==> src/rtl/hifq_tap_sequencer.sv <==
// hifq_tap_sequencer
//   Read-side controller for the high-frequency circular sample queue.
//   Every accepted sample starts one burst of TAPS read addresses. The burst
//   begins at the oldest sample and wraps at DEPTH. The coefficient ROM
//   address runs in lockstep with it. The block also produces the framing
//   strobes for the downstream FIR multiply-accumulate.
//
//   Optional feature macro: HIFQ_PEND_EN
//     When defined, one request that arrives during a burst is held as
//     pending. It is started straight from the FLUSH cycle.
//
// Ports
//   clk         in   system clock
//   rst         in   asynchronous active-high reset
//   wrt_smpl    in   single-cycle strobe: new sample written to queue
//   q_ready     in   queue holds a full window (level)
//   old_ptr     in   address of oldest sample, sampled on accept
//   clr_ovr     in   synchronous clear of ovr
//   raddr       out  queue RAM read address
//   coeff_addr  out  coefficient ROM address (0..TAPS-1)
//   dat_vld     out  RAM/ROM data valid (one cycle after address)
//   first       out  with dat_vld: tap 0
//   last        out  with dat_vld: tap TAPS-1
//   busy        out  burst in progress
//   done        out  single-cycle pulse: burst complete
//   ovr         out  sticky: request lost
module hifq_tap_sequencer #(
    parameter int DEPTH = 1536,
    parameter int TAPS  = 1021,
    parameter int AW    = 11
) (
    input  logic          clk,
    input  logic          rst,
    input  logic          wrt_smpl,
    input  logic          q_ready,
    input  logic [AW-1:0] old_ptr,
    input  logic          clr_ovr,
    output logic [AW-1:0] raddr,
    output logic [AW-1:0] coeff_addr,
    output logic          dat_vld,
    output logic          first,
    output logic          last,
    output logic          busy,
    output logic          done,
    output logic          ovr
);

    typedef enum logic [1:0] {IDLE, RUN, FLUSH} state_t;

    localparam logic [AW-1:0] LAST_IDX  = AW'(TAPS - 1);
    localparam logic [AW-1:0] LAST_ADDR = AW'(DEPTH - 1);

    state_t        state_q, state_d;
    logic [AW-1:0] raddr_q, raddr_d;
    logic [AW-1:0] idx_q, idx_d;
    logic          vld_q, first_q, last_q, ovr_q;
    logic          vld_d, first_d, last_d, ovr_d;

    logic req, accept, last_issue, load, restart, ovr_set;

    assign req        = wrt_smpl & q_ready;
    assign accept     = req && (state_q == IDLE);
    assign last_issue = (state_q == RUN) && (idx_q == LAST_IDX);
    assign load       = accept || restart;

`ifdef HIFQ_PEND_EN
    logic pend_q, pend_d;

    // A request that lands in FLUSH itself restarts directly.
    // This is the same as setting pend and consuming it in the same cycle.
    assign restart = (state_q == FLUSH) && (pend_q || req);
    assign ovr_set = req && busy && pend_q;

    always_comb begin
        pend_d = pend_q;
        if (state_q == FLUSH)
            pend_d = 1'b0;
        else if (req && busy)
            pend_d = 1'b1;
    end

    always_ff @(posedge clk or posedge rst) begin
        if (rst) pend_q <= 1'b0;
        else     pend_q <= pend_d;
    end
`else
    assign restart = 1'b0;
    assign ovr_set = req && busy;
`endif

    // ---- FSM: state register ----
    always_ff @(posedge clk or posedge rst) begin
        if (rst) state_q <= IDLE;
        else     state_q <= state_d;
    end

    // ---- FSM: next state ----
    always_comb begin
        state_d = state_q;
        case (state_q)
            IDLE:    if (accept) state_d = RUN;
            RUN:     if (last_issue) state_d = FLUSH;
            FLUSH:   state_d = restart ? RUN : IDLE;
            default: state_d = IDLE;
        endcase
    end

    // ---- FSM: outputs ----
    always_comb begin
        busy = (state_q != IDLE);
        done = (state_q == FLUSH);
    end

    // ---- Address / framing datapath ----
    always_comb begin
        raddr_d = raddr_q;
        idx_d   = idx_q;
        if (load) begin
            raddr_d = old_ptr;
            idx_d   = '0;
        end else if ((state_q == RUN) && !last_issue) begin
            // Wrap by compare so raddr never reaches DEPTH.
            raddr_d = (raddr_q == LAST_ADDR) ? '0 : raddr_q + 1'b1;
            idx_d   = idx_q + 1'b1;
        end
        // Framing flags follow the address by the RAM read latency.
        vld_d   = (state_q == RUN);
        first_d = (state_q == RUN) && (idx_q == '0);
        last_d  = last_issue;
        ovr_d   = ovr_set | (ovr_q & ~clr_ovr);
    end

    always_ff @(posedge clk or posedge rst) begin
        if (rst) begin
            raddr_q <= '0;
            idx_q   <= '0;
            vld_q   <= 1'b0;
            first_q <= 1'b0;
            last_q  <= 1'b0;
            ovr_q   <= 1'b0;
        end else begin
            raddr_q <= raddr_d;
            idx_q   <= idx_d;
            vld_q   <= vld_d;
            first_q <= first_d;
            last_q  <= last_d;
            ovr_q   <= ovr_d;
        end
    end

    assign raddr      = raddr_q;
    assign coeff_addr = idx_q;
    assign dat_vld    = vld_q;
    assign first      = first_q;
    assign last       = last_q;
    assign ovr        = ovr_q;

endmodule

==> config.mk <==
export PLATFORM = sky130hd
export DESIGN_NAME = hifq_tap_sequencer
export DESIGN_NICKNAME = d
export VERILOG_FILES = /design/src/rtl/hifq_tap_sequencer.sv
export SDC_FILE = /design/constraint.sdc
export NUM_CORES = 1
export LEC_CHECK = 0
export ABC_AREA = 0
export CORE_MARGIN = 4
export CORE_UTILIZATION = 50
export CTS_CLUSTER_SIZE = 10
export DETAILED_ROUTE_END_ITERATION = 7
export PLACE_DENSITY_LB_ADDON = 0.05
export SLEW_MARGIN = 15
export SYNTH_ARGS = -nofsm -noshare
export SYNTH_HDL_FRONTEND = slang
export SYNTH_SLANG_ARGS = --single-unit
==> constraint.sdc <==
create_clock -name clk -period 4.17 [get_ports clk]
set_input_delay 0.417 -clock clk [delete_from_list [all_inputs] [get_ports clk]]
set_output_delay 0.417 -clock clk [all_outputs]
set_load 0.03 [all_outputs]
==> Word level (Yosys, flattened, before mapping) <==
Index checks and enable logic that the tools add are counted.
{ "totals": {"regBits": 28, "output_inout_bits": 28, "elab_cells": 38} }
{ "op_classes": {"addsub": 2, "n_bitwise": 4, "muxes": 8, "reduce_logical": 11, "eq_ne": 6} }
{ "op_table": {"columns": ["cell", "n"], "rows": [
  ["11-bit two-way mux", 5],
  ["11-bit by 1-bit adder with 11-bit output, second input constant", 2],
  ["11-bit by 10-bit == test with 1-bit output, second input constant", 1],
  ["11-bit == test, second input constant", 1],
  ["11-bit logical NOT", 1],
  ["1-bit logical AND", 5],
  ["2-bit two-way mux", 2],
  ["2-bit one-hot mux with 2 select lines", 1],
  ["2-bit nonzero test", 2],
  ["1-bit bitwise AND", 2],
  ["2-bit by 1-bit == test with 1-bit output, second input constant", 1],
  ["2-bit == test, second input constant", 1],
  ["2-bit logical NOT", 1],
  ["2-bit by 1-bit != test with 1-bit output, second input constant", 1],
  ["2-bit != test, second input constant", 1],
  ["2-bit AND reduction", 1],
  ["1-bit logical NOT", 1],
  ["1-bit inverter", 1],
  ["1-bit bitwise OR", 1]
]} }

==> Depth between registers and ports, before layout <==
{ "depth": {"word_depth": 6, "depth_mapped": 7, "depth_no_buf": 7} }

==> Worst setup path after synthesis <==
OpenSTA, ideal clock, no wires.
{ "synth_timing": {"path_kind": "reg-to-reg", "from": "register idx_q[0], in the netlist coeff_addr[0]", "to": "register raddr_q[10], in the netlist raddr[10]", "arrival_ns": 1.873, "path_stages_with_launch": 7, "t_required_ns": 4.088, "path_buffers": 0, "synth_period_minus_slack_ns": 1.955, "path_slack_ns": 2.215, "cell_sequence": "dfrtp_1 inv_1 ha_1 nand3b_1 o41ai_4 or4_1 a31oi_1"} }
{ "synth_between": {"elab_chain_len": 5} }
{ "synth_rtl": {"columns": ["item", "line_no", "text"], "rows": [
  ["start, declared", "55", "logic [AW-1:0] idx_q, idx_d;"],
  ["start signal, assigned", "143", "idx_q <= idx_d;"],
  ["11-bit by 10-bit == test with 1-bit output", "63", "assign last_issue = (state_q == RUN) && (idx_q == LAST_IDX);"],
  ["1-bit logical AND", "63", null],
  ["1-bit logical NOT", "121", "end else if ((state_q == RUN) && !last_issue) begin"],
  ["1-bit logical AND", "121", null],
  ["2-bit nonzero test (no source line)", null, null],
  ["end signal, assigned", "142", "raddr_q <= raddr_d;"],
  ["end, declared", "54", "logic [AW-1:0] raddr_q, raddr_d;"]
]} }
No other way between the ends.
A chain may end at the register's enable or synchronous reset.

==> Worst setup path in the final report <==
{ "layout_timing": {"from": "register idx_q[0], in the netlist coeff_addr[0]", "to": "register raddr_q[4], in the netlist raddr[4]"} }
The elaborated chain is that of the path after synthesis.

==> key figures <==
Global route
  • Tot GR Track Use: 0.2033
  • Vias in the first global route: 1393
  • First-pass GRT wire length: 6527 um
  • Global route overflow: 0
  • Initial antenna violation count: 0
  • Pin count of the biggest net entering global routing: 29

Synth
  • Seq cells post-synth: 28
  • Simple-Gate Fraction of Synth Area: 0.2642
  • Synth Instances: 163
  • EDFF count, synth: 0
  • Leading post-synthesis cells by cell area: dfrtp_1 (46%), nand2_1 (5.7%), nor2_1 (4.7%), xnor2_1 (3.5%), o21ai_0 (3.0%)
  • Post-synthesis async set-or-reset flop share: 1.000
  • Cell variety after synth: 42
  • Synth top cells by count: dfrtp_1 (28), nand2_1 (23), nor2_1 (19)
  • Adder-Cell Fraction of Synth Area: 0.02469
  • Post-synthesis mux area share: 0.01317
  • Sequential element share of the synthesized area: 0.4609
  • Main combinational cell family by area after synthesis: simple AND/OR/NAND/NOR gates
  • Synth Area in Compound Gates: 0.1745
  • Post-Synth XOR/XNOR Area: 0.03457
  • Syn_nets: 182
  • Synth top area share: 0.4609
  • Mapped Area: 0.001520 sq mm
  • Most frequent cell after synthesis: dfrtp_1
  • Synthesized area per cell: 9.326 sq um
  • Yosys top cell by area: dfrtp_1
  • Ys flop type: dfrtp_1
  • Syn. warnings: 0

Setup path
  • Critical path type: reg -> reg
  • Max FO, Critical Path: 10
  • Req. time, crit path: 4.36 ns
  • Crit. End Element: flop
  • CP Launch Type: flop
  • Worst EP arrival: 2.32 ns

Power
  • Leakage Power: 0.7913 nW
  • P_sw: 0.5712 mW
  • PD cells: 618.2 mW/mm^2
  • Logic pwr share: 0.500
  • Switch share: 0.4606
  • Pint: 0.6688 mW
  • PnR Total Power: 1.240 mW
  • Flop pwr share: 0.410
  • Peak VDD IR: 395.6 uV
  • Clk network pwr share: 0.089

Clocking
  • CTS sink cnt: 28
  • Clock slew at reported path FFs: 0.15 ns
  • CTS tree: yes
  • Clock buffer depth: 2
  • Total setup buffers inserted after CTS: 0
  • H-tree depth: 1
  • Total CTS buffers: 3
  • CTS Root Buffer Type: clkbuf_4
  • Clock Latency Late Sink: 0.33 ns
  • Hold-fix buffers, CTS: 0
  • Gates resized, CTS repair: 0

Floorplanning
  • Starting density of the core: 0.5374
  • Die Width: 63.14 um
  • Ports: 44
  • Rows: 19
  • Total die area: 0.003987 sq mm
  • Core Region: 0.002829 sq mm
  • Die H: 63.14 um

STA
  • Slew HR: 0.3358
  • RSZ-0062 raised after global routing: false
  • Worst Skew: 0.009063 ns
  • Worst Slack Setup Final: 2.040 ns
  • Final setup fails: 0
  • Fin crit share: 0.5109
  • Max frequency: 469.4 MHz
  • Worst slew pin tran: 0.9902 ns
  • Endpoints failing hold: 0
  • Final setup TNS: 0 ns
  • Post-route minimum period: 2.130 ns
  • Max Slew Vio Count: 0

Layout
  • NumNets Final: 228
  • Share of layout cells above drive strength 1: 0.06280
  • # diodes: 0
  • Area Overhead vs Synth: 31.93%
  • Fillcell total: 247

Drt
  • Drt via density: 5.937
  • Starting DRC count in detailed routing: 66
  • DRT Pass-1 Iters: 5
  • DRC Markers: 0
  • WL per Instance: 15.80 um
  • Via count: 1413
  • DRT Wirelength: 3760 um
  • DRT antenna net count: 0

Placed design
  • Dpl ws: 1.706 ns
  • IO buf count: 43
  • Post-DP HPWL: 2779 um
  • RD Place Congestion: 0.9127

Flow run
  • Max-cap violations: 0

Outcome
  • Run status: finished, final reports clean

Min path
  • Worst hold path class: in -> async
-- layer usage --
metal | wire length [um] | track usage | vias up
met3 | 242 | 0.04263 | 4
met1 | 1750 | 0.2805 | 677
met2 | 1719 | 0.3083 | 52
li1 | - | - | 680
met4 | 46 | 0.08540 | 0
met5 | 0 | 0 | -
-- per-stage QoR --
| step | util | hold WS, ns | instance area (sq um) | instances |
|---|---|---|---|---|
| final | 0.7090 | 0.4903 | 2006 | 238 |
| after global placement | 0.7001 | 0.5292 | 1981 | 235 |
| after global routing | 0.7090 | 0.5590 | 2006 | 238 |
| after floorplan | - | 0.4824 | 1520 | 163 |
| after detailed placement | 0.7001 | 0.5452 | 1981 | 235 |
| after CTS | 0.7081 | 0.5713 | 2003 | 238 |
-- layout by cell type, fill, tap and decap left out, drive strengths merged, types with 2 or more instances in the layout --
cell and count:
clkdlybuf4s50 43, dfrtp 28, nand2 23, nor2 19
o21ai 11, inv 7, nand3 7, xnor2 6
a21oi 6, nor3 6, o311ai 6, o31ai 5
nand4 3, a22oi 3, ha 3, clkbuf 3
nor4 3, nand2b 3, clkinv 2, and3 2
mux2i 2, or4 2, a31oi 2, nor2b 2
-- sequential cells by signal, indices dropped and copies added, names as in the netlist --
register and count:
coeff_addr 11, state_q 2, first 1, dat_vld 1
raddr 11, ovr 1, last 1
-- critical path, cell delays in order, from the launching register on --
cell and delay, ns:
dfrtp_1 0.46, inv_1 0.08, ha_1 0.19, nand3b_1 0.24, o41ai_4 0.59, nor2_1 0.13, xnor2_1 0.19, o21ai_0 0.11
-- worst paths after layout --
check / startpoint / end / slack [ns] / depth (start not counted)
worst max-delay path: coeff_addr[0] / raddr[4] / 2.04 / 7
worst min-delay path: rst / raddr[0] / 0.49 / 2
worst max register to register: coeff_addr[0] / raddr[4] / 2.04 / 7
worst min register to register: ovr / ovr / 0.57 / 2
max in group asynchronous: rst / coeff_addr[3] / 3.22 / 2
min in group clk: ovr / ovr / 0.57 / 2
-- area by class of cell --
type / instances / area [sq um] / area share
Clock buffer: 3 / 22.52 / 0.01123
Inverter: 9 / 33.78 / 0.01684
Multi-Input combinational cell: 124 / 779.5 / 0.3886
Sequential cell: 28 / 700.7 / 0.3493
Tap cell: 31 / 38.79 / 0.01934
Timing Repair Buffer: 43 / 430.4 / 0.2146
-- cell families after synthesis --
| logic type | count (synthesis) |
|---|---|
| AND/OR/NAND/NOR | 77 |
| XOR/XNOR | 6 |
| AO/OA/AOI/OAI | 36 |
| multiplexers | 2 |
| adder cells (fa/ha/maj) | 3 |
| flip-flops | 28 |
| buffers and inverters | 11 |
-- power by group through the flow --
stage                     Combinational (mW)  Sequential [mW]  Clock [mW]
after global placement                 0.614            0.507           0
final                                  0.621            0.509       0.111
after global routing                   0.670            0.533       0.126
after detailed placement               0.623            0.509           0
after CTS                              0.626            0.506       0.113
after floorplan                        0.202            0.666           0
No activity file was read; power rests on OpenSTA's default activity.
